--- src/rtl/usb11_pkg.sv ---
// Shared constants for the low-speed USB receive path: line states,
// receiver FSM encoding, oversampling ratio, stuffing limit and PIDs.
package usb11_pkg;

    // Low-speed line states as {dp, dm}
    localparam logic [1:0] LS_SE0 = 2'b00;
    localparam logic [1:0] LS_J   = 2'b01;
    localparam logic [1:0] LS_K   = 2'b10;
    localparam logic [1:0] LS_SE1 = 2'b11;

    // 12 MHz system clock over 1.5 Mbit/s line rate
    localparam int unsigned OVERSAMPLE = 8;

    // After this many consecutive ones the next bit is a stuffed zero
    localparam logic [2:0] STUFF_LIMIT = 3'd6;

    typedef enum logic [2:0] {
        ST_IDLE     = 3'd0,
        ST_SYNC     = 3'd1,
        ST_DATA     = 3'd2,
        ST_EOP      = 3'd3,
        ST_ERR_WAIT = 3'd4
    } rx_state_t;

    // PID bytes as they appear on the wire ({~pid, pid})
    localparam logic [7:0] PID_OUT   = 8'hE1;
    localparam logic [7:0] PID_IN    = 8'h69;
    localparam logic [7:0] PID_SETUP = 8'h2D;
    localparam logic [7:0] PID_DATA0 = 8'hC3;
    localparam logic [7:0] PID_DATA1 = 8'h4B;
    localparam logic [7:0] PID_ACK   = 8'hD2;
    localparam logic [7:0] PID_NAK   = 8'h5A;
    localparam logic [7:0] PID_STALL = 8'h1E;

endpackage

--- src/rtl/usb11_recv_if.sv ---
// Byte/packet strobe bundle between the USB receiver and the packet layer.
interface usb11_recv_if;
    logic [7:0] rbyte;
    logic       rbyte_wr;
    logic       pkt_start;
    logic       pkt_end;
    logic       pkt_err;
    logic       rx_active;

    // Receiver side drives the strobes
    modport master (output rbyte, rbyte_wr, pkt_start, pkt_end, pkt_err, rx_active);
    // Packet layer consumes them
    modport slave  (input  rbyte, rbyte_wr, pkt_start, pkt_end, pkt_err, rx_active);
endinterface

--- src/rtl/usb11_rx_dpll.sv ---
// Line synchronizer and bit-timing recovery: one sample strobe per bit,
// re-aligned to mid-bit on every observed transition.
module usb11_rx_dpll
    import usb11_pkg::*;
#(
    parameter int unsigned SAMPLE_PHASE = 4
) (
    input  logic       clk,
    input  logic       rst,
    input  logic       dp,
    input  logic       dm,
    output logic [1:0] line_state,
    output logic       sample_en,
    output logic [1:0] level
);
    localparam int PH_W = $clog2(OVERSAMPLE);
    localparam logic [PH_W-1:0] SAMPLE_AT = PH_W'(SAMPLE_PHASE);

    logic [1:0]      line_raw;
    logic [1:0]      sync_line;
    logic [1:0]      prev_reg;
    logic [PH_W-1:0] phase_reg;
    logic            edge_seen;

    assign line_raw = {dp, dm};

    genvar gi;
    generate
        for (gi = 0; gi < 2; gi++) begin : g_sync
            localparam logic RST_VAL = LS_J[gi];
            logic meta_reg;
            logic sync_reg;
            // Two-flop synchronizer per bus line, idling at J
            always_ff @(posedge clk) begin
                if (rst) begin
                    meta_reg <= RST_VAL;
                    sync_reg <= RST_VAL;
                end else begin
                    meta_reg <= line_raw[gi];
                    sync_reg <= meta_reg;
                end
            end
            assign sync_line[gi] = sync_reg;
        end
    endgenerate

    assign edge_seen = (sync_line != prev_reg);

    // Previous-level register and phase counter cleared on each transition
    always_ff @(posedge clk) begin
        if (rst) begin
            prev_reg  <= LS_J;
            phase_reg <= '0;
        end else begin
            prev_reg  <= sync_line;
            phase_reg <= edge_seen ? '0 : phase_reg + 1'b1;
        end
    end

    // No sample on the transition clock itself, so a stale phase can never
    // sample a freshly started bit twice.
    assign sample_en  = !edge_seen && (phase_reg == SAMPLE_AT);
    assign level      = sync_line;
    assign line_state = sync_line;

endmodule

--- src/rtl/usb11_recv.sv ---
// Low-speed USB receiver: SYNC detection, NRZI decode, bit unstuffing,
// LSB-first byte assembly and EOP / error framing toward the packet layer.
module usb11_recv
    import usb11_pkg::*;
#(
    parameter int unsigned SAMPLE_PHASE   = 4,
    parameter int unsigned SYNC_MIN_ZEROS = 5,
    parameter int unsigned MAX_BYTES      = 16
) (
    input  logic          clk,
    input  logic          rst,
    input  logic          dp,
    input  logic          dm,
    input  logic          bus_enable,
    output logic [1:0]    line_state,
    usb11_recv_if.master  pkt
);
    localparam logic [3:0] SYNC_MIN  = 4'(SYNC_MIN_ZEROS);
    localparam logic [7:0] BYTE_LIMIT = 8'(MAX_BYTES);

    logic       sample_en;
    logic [1:0] level;
    logic       bit_val;

    rx_state_t  state_reg, state_next;
    logic [3:0] zero_cnt_reg, zero_cnt_next;
    logic [2:0] bit_cnt_reg, bit_cnt_next;
    logic [2:0] ones_cnt_reg, ones_cnt_next;
    logic [7:0] byte_cnt_reg, byte_cnt_next;
    logic [7:0] shreg_reg, shreg_next;
    logic [1:0] last_level_reg, last_level_next;
    logic [1:0] se0_cnt_reg, se0_cnt_next;
    logic       j_cnt_reg, j_cnt_next;

    logic       sync_ok, byte_done, end_ok, end_bad, abort;

    logic [7:0] rbyte_reg, rbyte_next;
    logic       rbyte_wr_reg, rbyte_wr_next;
    logic       pkt_start_reg, pkt_start_next;
    logic       pkt_end_reg, pkt_end_next;
    logic       pkt_err_reg, pkt_err_next;

    usb11_rx_dpll #(.SAMPLE_PHASE(SAMPLE_PHASE)) u_dpll (
        .clk        (clk),
        .rst        (rst),
        .dp         (dp),
        .dm         (dm),
        .line_state (line_state),
        .sample_en  (sample_en),
        .level      (level)
    );

    // NRZI: no level change means a one
    assign bit_val = (level == last_level_reg);

    // State and datapath registers
    always_ff @(posedge clk) begin
        if (rst) begin
            state_reg      <= ST_IDLE;
            zero_cnt_reg   <= '0;
            bit_cnt_reg    <= '0;
            ones_cnt_reg   <= '0;
            byte_cnt_reg   <= '0;
            shreg_reg      <= '0;
            last_level_reg <= LS_J;
            se0_cnt_reg    <= '0;
            j_cnt_reg      <= 1'b0;
            rbyte_reg      <= '0;
            rbyte_wr_reg   <= 1'b0;
            pkt_start_reg  <= 1'b0;
            pkt_end_reg    <= 1'b0;
            pkt_err_reg    <= 1'b0;
        end else begin
            state_reg      <= state_next;
            zero_cnt_reg   <= zero_cnt_next;
            bit_cnt_reg    <= bit_cnt_next;
            ones_cnt_reg   <= ones_cnt_next;
            byte_cnt_reg   <= byte_cnt_next;
            shreg_reg      <= shreg_next;
            last_level_reg <= last_level_next;
            se0_cnt_reg    <= se0_cnt_next;
            j_cnt_reg      <= j_cnt_next;
            rbyte_reg      <= rbyte_next;
            rbyte_wr_reg   <= rbyte_wr_next;
            pkt_start_reg  <= pkt_start_next;
            pkt_end_reg    <= pkt_end_next;
            pkt_err_reg    <= pkt_err_next;
        end
    end

    // Next-state and datapath update, evaluated once per bit sample
    always_comb begin
        state_next      = state_reg;
        zero_cnt_next   = zero_cnt_reg;
        bit_cnt_next    = bit_cnt_reg;
        ones_cnt_next   = ones_cnt_reg;
        byte_cnt_next   = byte_cnt_reg;
        shreg_next      = shreg_reg;
        last_level_next = last_level_reg;
        se0_cnt_next    = se0_cnt_reg;
        j_cnt_next      = j_cnt_reg;
        sync_ok         = 1'b0;
        byte_done       = 1'b0;
        end_ok          = 1'b0;
        end_bad         = 1'b0;
        abort           = 1'b0;
        if (bus_enable) begin
            // Our own transmitter owns the bus; anything in flight is lost
            state_next      = ST_IDLE;
            last_level_next = LS_J;
            abort           = (state_reg == ST_DATA) || (state_reg == ST_EOP);
        end else if (sample_en) begin
            case (state_reg)
                ST_IDLE: begin
                    if (level == LS_K) begin
                        state_next      = ST_SYNC;
                        zero_cnt_next   = 4'd1;
                        last_level_next = LS_K;
                    end
                end
                ST_SYNC: begin
                    if (level == LS_J || level == LS_K) begin
                        last_level_next = level;
                        if (!bit_val) begin
                            if (zero_cnt_reg != 4'hF)
                                zero_cnt_next = zero_cnt_reg + 1'b1;
                        end else if (zero_cnt_reg >= SYNC_MIN) begin
                            state_next    = ST_DATA;
                            sync_ok       = 1'b1;
                            bit_cnt_next  = '0;
                            ones_cnt_next = '0;
                            byte_cnt_next = '0;
                        end else begin
                            state_next      = ST_IDLE;
                            last_level_next = LS_J;
                        end
                    end else begin
                        state_next      = ST_IDLE;
                        last_level_next = LS_J;
                    end
                end
                ST_DATA: begin
                    if (level == LS_SE0) begin
                        state_next   = ST_EOP;
                        se0_cnt_next = 2'd1;
                    end else if (level == LS_SE1) begin
                        end_bad = 1'b1;
                    end else begin
                        last_level_next = level;
                        if (ones_cnt_reg == STUFF_LIMIT) begin
                            // Stuffed zero is dropped; a one here is a stuff error
                            if (bit_val) end_bad = 1'b1;
                            else         ones_cnt_next = '0;
                        end else begin
                            shreg_next    = {bit_val, shreg_reg[7:1]};
                            bit_cnt_next  = bit_cnt_reg + 1'b1;
                            ones_cnt_next = bit_val ? ones_cnt_reg + 1'b1 : '0;
                            if (bit_cnt_reg == 3'd7) begin
                                if (byte_cnt_reg == BYTE_LIMIT) begin
                                    end_bad = 1'b1;
                                end else begin
                                    byte_done     = 1'b1;
                                    byte_cnt_next = byte_cnt_reg + 1'b1;
                                end
                            end
                        end
                    end
                end
                ST_EOP: begin
                    if (level == LS_SE0) begin
                        if (se0_cnt_reg == 2'd3) end_bad = 1'b1;
                        else                     se0_cnt_next = se0_cnt_reg + 1'b1;
                    end else if (level == LS_J) begin
                        end_ok          = 1'b1;
                        state_next      = ST_IDLE;
                        last_level_next = LS_J;
                    end else begin
                        end_bad = 1'b1;
                    end
                end
                ST_ERR_WAIT: begin
                    // Wait for two consecutive idle bits before re-arming
                    if (level == LS_J) begin
                        if (j_cnt_reg) begin
                            state_next      = ST_IDLE;
                            last_level_next = LS_J;
                            j_cnt_next      = 1'b0;
                        end else begin
                            j_cnt_next = 1'b1;
                        end
                    end else begin
                        j_cnt_next = 1'b0;
                    end
                end
                default: begin
                    state_next      = ST_IDLE;
                    last_level_next = LS_J;
                end
            endcase
            if (end_bad) begin
                state_next = ST_ERR_WAIT;
                j_cnt_next = 1'b0;
            end
        end
    end

    // Registered strobes; a partial trailing byte marks the packet bad
    always_comb begin
        pkt_start_next = sync_ok;
        pkt_end_next   = end_ok || end_bad || abort;
        pkt_err_next   = end_bad || abort || (end_ok && (bit_cnt_reg != 3'd0));
        rbyte_wr_next  = byte_done;
        rbyte_next     = byte_done ? shreg_next : rbyte_reg;
    end

    assign pkt.rbyte     = rbyte_reg;
    assign pkt.rbyte_wr  = rbyte_wr_reg;
    assign pkt.pkt_start = pkt_start_reg;
    assign pkt.pkt_end   = pkt_end_reg;
    assign pkt.pkt_err   = pkt_err_reg;
    assign pkt.rx_active = (state_reg == ST_DATA) || (state_reg == ST_EOP) || pkt_end_reg;

endmodule

--- src/flat_wrapper.sv ---
// flat-port wrapper written by rule: the top's interface ports become plain ports
module usb11_recv_flat import usb11_pkg::*;
#(
    parameter int unsigned SAMPLE_PHASE   = 4,
    parameter int unsigned SYNC_MIN_ZEROS = 5,
    parameter int unsigned MAX_BYTES      = 16
)
  (clk, rst, dp, dm, bus_enable, line_state, pkt_rbyte, pkt_rbyte_wr, pkt_pkt_start, pkt_pkt_end, pkt_pkt_err, pkt_rx_active);
  usb11_recv_if pkt_i ();
  input  logic clk;
  input  logic rst;
  input  logic dp;
  input  logic dm;
  input  logic bus_enable;
  output logic [1:0] line_state;
  output wire logic [$bits(pkt_i.rbyte)-1:0] pkt_rbyte;
  output wire logic [$bits(pkt_i.rbyte_wr)-1:0] pkt_rbyte_wr;
  output wire logic [$bits(pkt_i.pkt_start)-1:0] pkt_pkt_start;
  output wire logic [$bits(pkt_i.pkt_end)-1:0] pkt_pkt_end;
  output wire logic [$bits(pkt_i.pkt_err)-1:0] pkt_pkt_err;
  output wire logic [$bits(pkt_i.rx_active)-1:0] pkt_rx_active;
  assign pkt_rbyte = pkt_i.rbyte;
  assign pkt_rbyte_wr = pkt_i.rbyte_wr;
  assign pkt_pkt_start = pkt_i.pkt_start;
  assign pkt_pkt_end = pkt_i.pkt_end;
  assign pkt_pkt_err = pkt_i.pkt_err;
  assign pkt_rx_active = pkt_i.rx_active;
  usb11_recv #(.SAMPLE_PHASE(SAMPLE_PHASE), .SYNC_MIN_ZEROS(SYNC_MIN_ZEROS), .MAX_BYTES(MAX_BYTES)) u_core (.clk(clk), .rst(rst), .dp(dp), .dm(dm), .bus_enable(bus_enable), .line_state(line_state), .pkt(pkt_i));
endmodule
--- config.mk ---
export PLATFORM = sky130hd
export DESIGN_NAME = usb11_recv_flat
export DESIGN_NICKNAME = d
export VERILOG_FILES = /design/src/rtl/usb11_pkg.sv /design/src/rtl/usb11_recv_if.sv /design/src/rtl/usb11_rx_dpll.sv /design/src/rtl/usb11_recv.sv /design/src/flat_wrapper.sv
export SDC_FILE = /design/constraint.sdc
export NUM_CORES = 1
export LEC_CHECK = 0
export CAP_MARGIN = 40
export CORE_MARGIN = 3
export CORE_UTILIZATION = 30
export CTS_CLUSTER_DIAMETER = 40
export DETAILED_ROUTE_END_ITERATION = 12
export GPL_TIMING_DRIVEN = 0
export PLACE_DENSITY = 0.44
export SYNTH_ARGS = -nofsm -noshare
export SYNTH_HDL_FRONTEND = slang
export SYNTH_HIERARCHICAL = 1
export SYNTH_SLANG_ARGS = --single-unit
--- constraint.sdc ---
create_clock -name clk -period 6 [get_ports clk]
set_clock_uncertainty 0.1 [all_clocks]
set_input_delay 0.6 -clock clk [delete_from_list [all_inputs] [get_ports clk]]
set_output_delay 0.6 -clock clk [all_outputs]
set_load 0.01 [all_outputs]
==> reports/metrics.yaml <==
run_status:
  outcome: "complete, no violations"
global_route:
  grt_pass1_wl_microns: 12400
  antenna_found_initial: 0
  grt_max_degree: 20
  grt_pass1_vias: 2402
  track_usage_pct: 13.7
  grt_overflow: 0
detailed_routing:
  initialDrtViolationCount: 160
  drt_pre_antenna_iters: 4
  via_count: 2484
  ant_nets: 0
  viasPerCell: 5.05
  drc: 0
  wirelength_microns: 7280
  detail_route.wl_per_cell_microns: 14.8
floorplanning:
  rows: 35
  start_util_pct: 31.4
  die_h_microns: 105
  coreArea_sq_um: 9420
  io_pins: 20
  die_w_microns: 105
  dieArea_sq_um: 11100
placement:
  hpwl_microns: 5290
  dpl_cell_area_sq_um: 3310
  io_buffers: 19
  place_congestion: 0.760
pwr:
  pwr-share-seq_pct: 58.6
  finalPower_w: 0.000620
  p_int_w: 0.000462
  swShare_pct: 25.4
  p_leak_nw: 1.25
  power.switching_w: 0.000158
  p_comb_share_pct: 6.0
  power_frac_clock_pct: 35.4
  peakVddDrop_v: 0.0000976
  powerDensity_nw_per_um2: 182
sta:
  fin_crit_sh_pct: 50.0
  final-setup-viol-count: 0
  post-route-min-period_ps: 3000
  worst_hold_slack_ps: 324
  worst_slew_pin_slew_ps: 921
  achievable-frequency_mhz: 334
  rsz0062_at_grt: "false"
  drv_slew: 0
  tns_ps: 0
  hold_viol_final: 0
  maxSlewHeadroom_pct: 38.2
yosys:
  yosys-mux-area-fraction_pct: 6.13
  syn_area_sq_um: 2960
  synth_cell_type_count: 58
  syn_inst: 336
  synth.avg_cell_area_sq_um: 8.80
  synthXorXnorAreaFrac_pct: 2.07
  yosys.area_share.simple_pct: 24.4
  yosysTopAreaCell: "dfxtp_1"
  synth_fa_ha_area_share_pct: 7.61
  seq_area_frac_synth_pct: 36.5
  synth_top_family_by_area: "simple AND/OR/NAND/NOR gates"
  synth_fp_nets: 359
  synth-async-reset-ratio_pct: 0
  ys_warn_count: 6
  synth-compound-area-share_pct: 17.6
  synth_edf_count: 0
  synth_ff_type: "dfxtp_1"
  synth.top_cells.by_area: "dfxtp_1 (37%), ha_1 (7.6%), mux2i_1 (5.8%)"
  synth_seq_cells: 54
  yosys.area.top_type_share_pct: 36.5
clocking:
  root_buffer: "clkbuf_8"
  cts_sinks: 54
  clk_latency_ps: 310
  cts-htree-levels: 2
  postCtsSetupBuffers: 0
  cts_tree: "built"
  cts_buffer_depth: 2
  cts_resized: 0
  numCtsBuffers: 5
  postCtsHoldBufs: 0
  clkTransAtPathRegs_ps: 110
critical_path:
  crit_path_end_kind: "register"
  cp-start-kind: "register"
  crit_type: "register to register"
  rrSetupSlack_ps: 3000
  crit_arrival_ps: 3090
  critPathMaxFanout: 10
  r2r_start: "u_core/u_dpll/g_sync[1].sync_reg$_SDFF_PP0_"
  critPathLaunch: "u_core/u_dpll/g_sync[1].sync_reg$_SDFF_PP0_"
  critPathRequiredTime_ps: 6090
layout:
  fin_nets: 385
  drive_above_1_share_pct: 11.3
  fin_area_sq_um: 3400
  layout_common_cells: "dfxtp_1 (54), nor2_1 (28), a21oi_1 (23)"
  layout_commonest_cell: "dfxtp_1"
  antenna_cells: 0
  syn2layout_area_growth_pct: 15.1
  final_util_pct: 36.2
worst_hold_path:
  hold_start: "u_core/u_dpll/g_sync[0].meta_reg$_SDFF_PP1_"
  hold_path.class: "register to register"
run:
  cap_violations: 0
[metrics by stage]
stage               setup WS, ps  cells
floorplan                   3770    336
global placement            3020    484
detailed placement          3060    484
CTS                         3020    492
global route                2720    492
finish                      3000    492
[worst max-delay path, cell delays in order (launching register included)]
cell      delay (ps)
dfxtp_1          410
xor2_1           170
nor3_1           790
nor2b_1          440
nand4b_1         210
nor2_2           240
buf_4            260
mux2i_1          210
nor2_1            50
[path summary, 6_finish.rpt]
kind,to,cells after the start
hold reg to reg,u_core/u_dpll/g_sync[0].sync_reg$_SDFF_PP1_,1
setup / recovery,u_core/pkt.rbyte[4]$_SDFFE_PP0P_,8
setup reg to reg,u_core/pkt.rbyte[4]$_SDFFE_PP0P_,8
hold / removal,u_core/u_dpll/g_sync[0].sync_reg$_SDFF_PP1_,1
[cells in the mapped netlist, types with 2 or more instances]
cell type and count:
dfxtp_1 54, nor2_1 28, a21oi_1 23, nand2_1 21, ha_1 18, mux2i_1 17, inv_1 16, nand3_1 14
o21ai_0 12, nor3_1 10, o31ai_1 8, nor2b_1 7, buf_2 6, nand2b_1 6, buf_4 5, clkbuf_1 5
o211ai_1 5, or2_2 5, and3_1 4, nand4_1 4, xor2_1 4, a311oi_1 3, a31oi_1 3, nor4b_2 3
o2111ai_1 3, or4_1 3, xnor2_1 3, a21boi_0 2, a21o_1 2, a31o_2 2, and2_1 2, buf_6 2
nand3b_1 2, nand4b_1 2, nor2_2 2, nor3b_1 2, nor4_1 2, nor4_2 2, o21a_1 2, o21ai_1 2
o21ai_2 2, or3_1 2
[power groups by stage]
stage                     Clock (W)  Combinational (W)  Sequential [W]
after floorplan                   0          0.0000234        0.000371
after global placement            0          0.0000373        0.000372
after detailed placement          0          0.0000371        0.000372
after CTS                  0.000232          0.0000374        0.000364
after global routing       0.000247          0.0000417        0.000364
final                      0.000219          0.0000369        0.000363
[kinds of logic after synthesis]
logic type	count (synthesis)
and+or+nand+nor	128
AOI/OAI and AO/OA	77
DFF	54
buffers and inverters	34
muxes	18
adders and majority gates	18
xor gates and xnor gates	7
[layer usage]
layer	GRT usage (%)	wire length [microns]	up-vias
met1	19.3	3760	1186
met2	21.6	3290	32
met3	2.45	168	7
met5	0	0	-
li1	-	-	1259
met4	3.56	67	0
[layout make-up]
class / count / area, sq um
Multi-Input combinational cell: 248 / 1710
Tap cell: 129 / 161
Fill cell: 994 / 6010
Timing Repair Buffer: 19 / 190
Sequential cell: 54 / 1080
Inverter: 16 / 60.1
Clock inverter: 3 / 26.3
Buffer: 18 / 109
Clock buffer: 5 / 68.8
Note: power is estimated with default switching activity, not from simulation.
